===== src/rtl/axi_write_slave.sv =====
// AXI3-style write slave: accepts AW/W bursts into a strobed word memory and
// returns one B response per burst. Debug read port has one cycle of latency.
//   state | meaning
//   IDLE  | waiting for a write address
//   DATA  | consuming W beats of the captured burst
//   RESP  | holding the B response until BREADY
module axi_write_slave #(
    parameter int          buswidth  = 32,
    parameter int          MEM_DEPTH = 64,
    parameter logic [31:0] BASE_ADDR = 32'h0000_0000
) (
    input  logic                         ACLK,
    input  logic                         ARESETn,
    input  logic [3:0]                   AWID,
    input  logic [31:0]                  AWADDR,
    input  logic [3:0]                   AWLEN,
    input  logic [2:0]                   AWSIZE,
    input  logic [1:0]                   AWBURST,
    input  logic [1:0]                   AWLOCK,
    input  logic [3:0]                   AWCACHE,
    input  logic [2:0]                   AWPROT,
    input  logic                         AWVALID,
    output logic                         AWREADY,
    input  logic [3:0]                   WID,
    input  logic [buswidth-1:0]          WDATA,
    input  logic [buswidth/8-1:0]        WSTRB,
    input  logic                         WLAST,
    input  logic                         WVALID,
    output logic                         WREADY,
    output logic [3:0]                   BID,
    output logic [1:0]                   BRESP,
    output logic                         BVALID,
    input  logic                         BREADY,
    input  logic [$clog2(MEM_DEPTH)-1:0] rd_addr,
    output logic [buswidth-1:0]          rd_data
);
    localparam int         NB  = buswidth / 8;
    localparam int         LB  = $clog2(NB);
    localparam int         AW  = $clog2(MEM_DEPTH);
    localparam logic [2:0] LB3 = 3'(LB);

    typedef enum logic [1:0] {IDLE, DATA, RESP} state_t;
    state_t state, state_nxt;

    logic [buswidth-1:0] mem [MEM_DEPTH];

    logic [3:0]  id_q;
    logic [31:0] addr_q;
    logic [3:0]  len_q;
    logic [3:0]  cnt_q;
    logic [2:0]  size_q;
    logic [1:0]  burst_q;
    logic        err_q;
    logic        cfg_err_q;

    logic        aw_hs, w_hs, b_hs;
    logic        cfg_err_in;
    logic [31:0] offset;
    logic        in_range;
    logic [AW-1:0] widx;
    logic        last_beat;
    logic        beat_err;
    logic        wen;
    logic [31:0] step, wrap_mask, addr_inc, addr_nxt;
    logic        unused_ok;

    assign aw_hs = AWVALID && AWREADY;
    assign w_hs  = WVALID && WREADY;
    assign b_hs  = BVALID && BREADY;

    assign cfg_err_in = (AWSIZE > LB3) || (AWBURST == 2'b11) ||
                        ((AWBURST == 2'b10) && !(AWLEN inside {4'd1, 4'd3, 4'd7, 4'd15}));

    assign offset    = addr_q - BASE_ADDR;
    assign in_range  = (addr_q >= BASE_ADDR) && ((offset >> LB) < 32'(MEM_DEPTH));
    assign widx      = offset[LB +: AW];
    assign last_beat = (cnt_q == len_q);
    assign beat_err  = !in_range || (WLAST != last_beat);
    assign wen       = w_hs && in_range && !cfg_err_q && ARESETn;

    // WRAP keeps the bits above the window and wraps the bits inside it
    assign step      = 32'd1 << size_q;
    assign wrap_mask = (({28'd0, len_q} + 32'd1) << size_q) - 32'd1;
    assign addr_inc  = addr_q + step;

    always_comb begin
        addr_nxt = addr_inc;
        case (burst_q)
            2'b00:   addr_nxt = addr_q;
            2'b10:   addr_nxt = (addr_q & ~wrap_mask) | (addr_inc & wrap_mask);
            default: addr_nxt = addr_inc;
        endcase
    end

    always_comb begin
        state_nxt = state;
        case (state)
            IDLE:    if (aw_hs) state_nxt = DATA;
            DATA:    if (w_hs && last_beat) state_nxt = RESP;
            RESP:    if (b_hs) state_nxt = IDLE;
            default: state_nxt = IDLE;
        endcase
    end

    always_ff @(posedge ACLK) begin
        if (!ARESETn) begin
            state   <= IDLE;
            AWREADY <= 1'b0;
            WREADY  <= 1'b0;
            BVALID  <= 1'b0;
            BID     <= 4'd0;
            BRESP   <= 2'b00;
        end else begin
            state   <= state_nxt;
            AWREADY <= (state_nxt == IDLE);
            WREADY  <= (state_nxt == DATA);
            BVALID  <= (state_nxt == RESP);
            if (state == DATA && state_nxt == RESP) begin
                BID   <= id_q;
                BRESP <= (err_q || beat_err) ? 2'b10 : 2'b00;
            end
        end
    end

    always_ff @(posedge ACLK) begin
        if (aw_hs) begin
            id_q      <= AWID;
            addr_q    <= AWADDR;
            len_q     <= AWLEN;
            size_q    <= AWSIZE;
            burst_q   <= AWBURST;
            cnt_q     <= 4'd0;
            cfg_err_q <= cfg_err_in;
            err_q     <= cfg_err_in;
        end else if (w_hs) begin
            addr_q <= addr_nxt;
            cnt_q  <= cnt_q + 4'd1;
            if (beat_err) err_q <= 1'b1;
        end
    end

    always_ff @(posedge ACLK) begin
        if (wen) begin
            for (int k = 0; k < NB; k++) begin
                if (WSTRB[k]) mem[widx][8*k +: 8] <= WDATA[8*k +: 8];
            end
        end
    end

    always_ff @(posedge ACLK) begin
        if (!ARESETn) rd_data <= '0;
        else          rd_data <= mem[rd_addr];
    end

    assign unused_ok = ^{AWLOCK, AWCACHE, AWPROT, WID};

endmodule


===== config.mk =====
export PLATFORM = sky130hd
export DESIGN_NAME = axi_write_slave
export DESIGN_NICKNAME = d
export VERILOG_FILES = /design/src/rtl/axi_write_slave.sv
export SDC_FILE = /design/constraint.sdc
export NUM_CORES = 2
export LEC_CHECK = 0
export ABC_AREA = 1
export CORE_UTILIZATION = 29
export CTS_CLUSTER_DIAMETER = 200
export DETAILED_ROUTE_END_ITERATION = 10
export DONT_BUFFER_PORTS = 1
export PLACE_DENSITY = 0.45
export SLEW_MARGIN = 10
export SYNTH_ARGS = -nofsm -noshare
export SYNTH_HDL_FRONTEND = slang
export SYNTH_SLANG_ARGS = --single-unit

===== constraint.sdc =====
create_clock -name ACLK -period 4.9 [get_ports ACLK]
set_input_delay 0.98 -clock ACLK [delete_from_list [all_inputs] [get_ports ACLK]]
set_output_delay 0.98 -clock ACLK [all_outputs]
set_load 0.05 [all_outputs]

==> reports/metrics.csv <==
metric,value,unit
drt_iter0_drc,5255,
synth_edf_count,2095,
synth_most_common_cell,edfxtp_1,
cts_tree,done,
cts_hold_buf,0,
synth_simple_gate_area_share,11.2,%
wirelength,282000,um
core_area,297000,um^2
p_leak,30.7,nW
grt_pass1_vias,53473,
drt-wirelength-per-cell,25.6,um
start_kind,input port,
fmax,0.222,GHz
met2_usage,28.2,%
worstMarginPinSlew,1.17,ns
num_rows,200,
ys_types,48,
cap_viol_max_count,0,
port_buffers,0,
final_core_util,33.0,%
yosysTopAreaCell,edfxtp_1,
area_growth,12.9,%
worstSetupPathType,input port to flip-flop,
vdd_drop_max,323,uV
fp.dieW,549,um
synthAdderAreaFrac,0.196,%
synthFlopType,edfxtp_1,
crit_required,5.60,ns
grt_pass1_wl,395000,um
synth_xor_xnor_area_share,0.263,%
synthArstFlopShare,0,%
route.detailed.drc,0,
antenna_left,0,
muxShareOfSynthArea,0,%
numCtsBuffers,231,
drtPass1Iterations,8,
power_density,396,nW/um^2
path_max_fanout,190,
antenna_found_initial,20,
synth_common_cells,"2,095 x edfxtp_1, 1,455 x nor2_1, 1,135 x o21ai_0, 617 x nand2_1, 500 x o22ai_1",
min_period_over_period,91.8,%
hold_class,input port to flip-flop,
worstSetupEndpointType,flip-flop,
post_layout_nonfiller_instances,11025,
syn_nets,7118,
rsz0062_at_grt,false,
insertion_delay,0.91,ns
io_pins,147,
p_seq_share,52.3,%
fin_hold_ws,0.167,ns
yosys_warnings,0,
initial_core_util,29.2,%
cts.htree.levels,4,
root_buffer,clkbuf_16,
synth_seq_area_share,73.6,%
yosys-top-cells-area,"edfxtp_1 73%, o21ai_0 6.6%, nor2_1 6.3%",
cts_buffer_depth,4,
die_h,549,um
place_area,90600,um^2
cp.arrival,5.20,ns
busiest_layer,met2,
fin_skew,0.102,ns
dieArea,301000,um^2
fin_crit,4.50,ns
finalNetCount,7011,
dp_hpwl,152000,um
placed_cells,10590,
switching_share,22.4,%
power_report.internal_total,30.1,mW
grt_usage,18.0,%
drv_slew,0,
clk_pin_slew,0.06,ns
drive_above_1_share,6.98,%
grt.met1_usage,24.8,%
hold_viol,0,
final.setup.tns,0,ns
globalplace.congestion,0.793,
status,"complete, no violations",
p_clk_share,42.8,%
comb_power_share,4.9,%
routed_via_density,5.14,
synth_area,86700,um^2
synth-seq-cells,2141,
clock_sinks,2141,
syn_inst,6999,
ctsResizeCount,0,
synth_compound_area_share,11.6,%
vias,56616,
synth_top_area_share,72.5,%
power_switching,8.70,mW
cts_setup_buffers,0,
syn_area_per_cell,12.4,um^2
grt_overflow_total,0,
setup_violations,0,
synth_top_family_by_area,compound AO/OA/AOI/OAI gates,
grt_start_max_net_pins,1026,
use_met3,3.24,%
maxSlewHeadroom,21.9,%
final_area,98000,um^2
==> final timing paths <==
path	slack [ns]	cells past startpoint	startpoint	to
worst max-delay path	0.40	15	rd_addr[0]	rd_data[6]
worst min-delay path	0.17	0	WDATA[19]	mem[24][19]
worst max register to register	0.91	4	flip-flop	mem[39][2]
worst min register to register	0.47	2	id_q[0]	BID[0]
==> state kept, by name (all words and copies together) (netlist names), named ones only <==
| register | flops |
|---|---|
| mem | 2048 |
| rd_data | 32 |
| BID | 4 |
| cnt_q | 4 |
| id_q | 4 |
| len_q | 4 |
| size_q | 3 |
| burst_q | 2 |
| state | 2 |
| AWREADY | 1 |
| BRESP | 1 |
| BVALID | 1 |
| WREADY | 1 |
| cfg_err_q | 1 |
| err_q | 1 |
==> critical path, cell delays in order <==
cell     delay, ns
buf_16        0.31
buf_16        0.48
buf_16        0.50
buf_16        0.52
inv_16        0.18
buf_12        0.25
buf_4         0.22
o21ai_0       0.15
o22ai_1       0.08
nor2_1        0.17
o22ai_1       0.13
nand2_1       0.16
nand2_1       0.07
a21oi_1       0.41
nor2_1        0.17
==> power groups by stage <==
stage | Clock, mW | Combinational [mW] | Sequential (mW)
3_5_place_dp | 0 | 1.70 | 20.7
4_1_cts | 16.9 | 1.71 | 20.3
3_3_place_gp | 0 | 1.70 | 20.7
5_1_grt | 17.6 | 2.06 | 20.3
2_1_floorplan | 0 | 1.31 | 20.7
6_report | 16.6 | 1.89 | 20.3
==> metal layers <==
| layer | vias to the layer above | part of all wire (%) |
|---|---|---|
| met1 | 28764 | 44 |
| li1 | 25530 | - |
| met3 | 465 | 6.5 |
| met4 | 8 | 3.8 |
| met5 | - | 0.020 |
| met2 | 1849 | 46 |
==> stage by stage <==
step	setup slack, ns	total power, mW
6_report	0.399	38.8
5_1_grt	0.179	40.0
4_1_cts	1.06	39.0
3_5_place_dp	0.964	22.4
3_3_place_gp	0.951	22.4
2_1_floorplan	2.01	22.0
==> cell type report <==
type / count / area [um^2]
fillers: 29367 / 199000
flip-flops and latches: 2141 / 63800
multi-input cells: 4291 / 20200
clock buffers: 325 / 6420
well taps: 3939 / 4930
repair buffers: 150 / 1580
clock inverters: 83 / 638
inverters: 77 / 324
diodes: 19 / 47.5
==> kinds of logic after synthesis <==
family	count (synthesis)
other	1
adder cells (fa/ha/maj)	13
AO/OA/AOI/OAI	1820
flip-flops	2141
AND/OR/NAND/NOR	2431
XOR/XNOR	26
buffers and inverters	567
==> cell usage in the layout (no fill, tap or decap), types with 24 or more instances in the layout <==
master and count:
a21oi_1 51, buf_12 24, buf_4 118, clkbuf_1 68
clkbuf_16 236, clkbuf_8 24, clkinv_1 41, clkinv_2 28
dfxtp_1 46, edfxtp_1 2095, inv_1 66, nand2_1 617
nand3_1 277, nor2_1 1455, nor3_1 27, o21ai_0 1135
o21ai_1 30, o221ai_1 49, o22ai_1 500
Note: power is estimated with default switching activity, not from simulation.
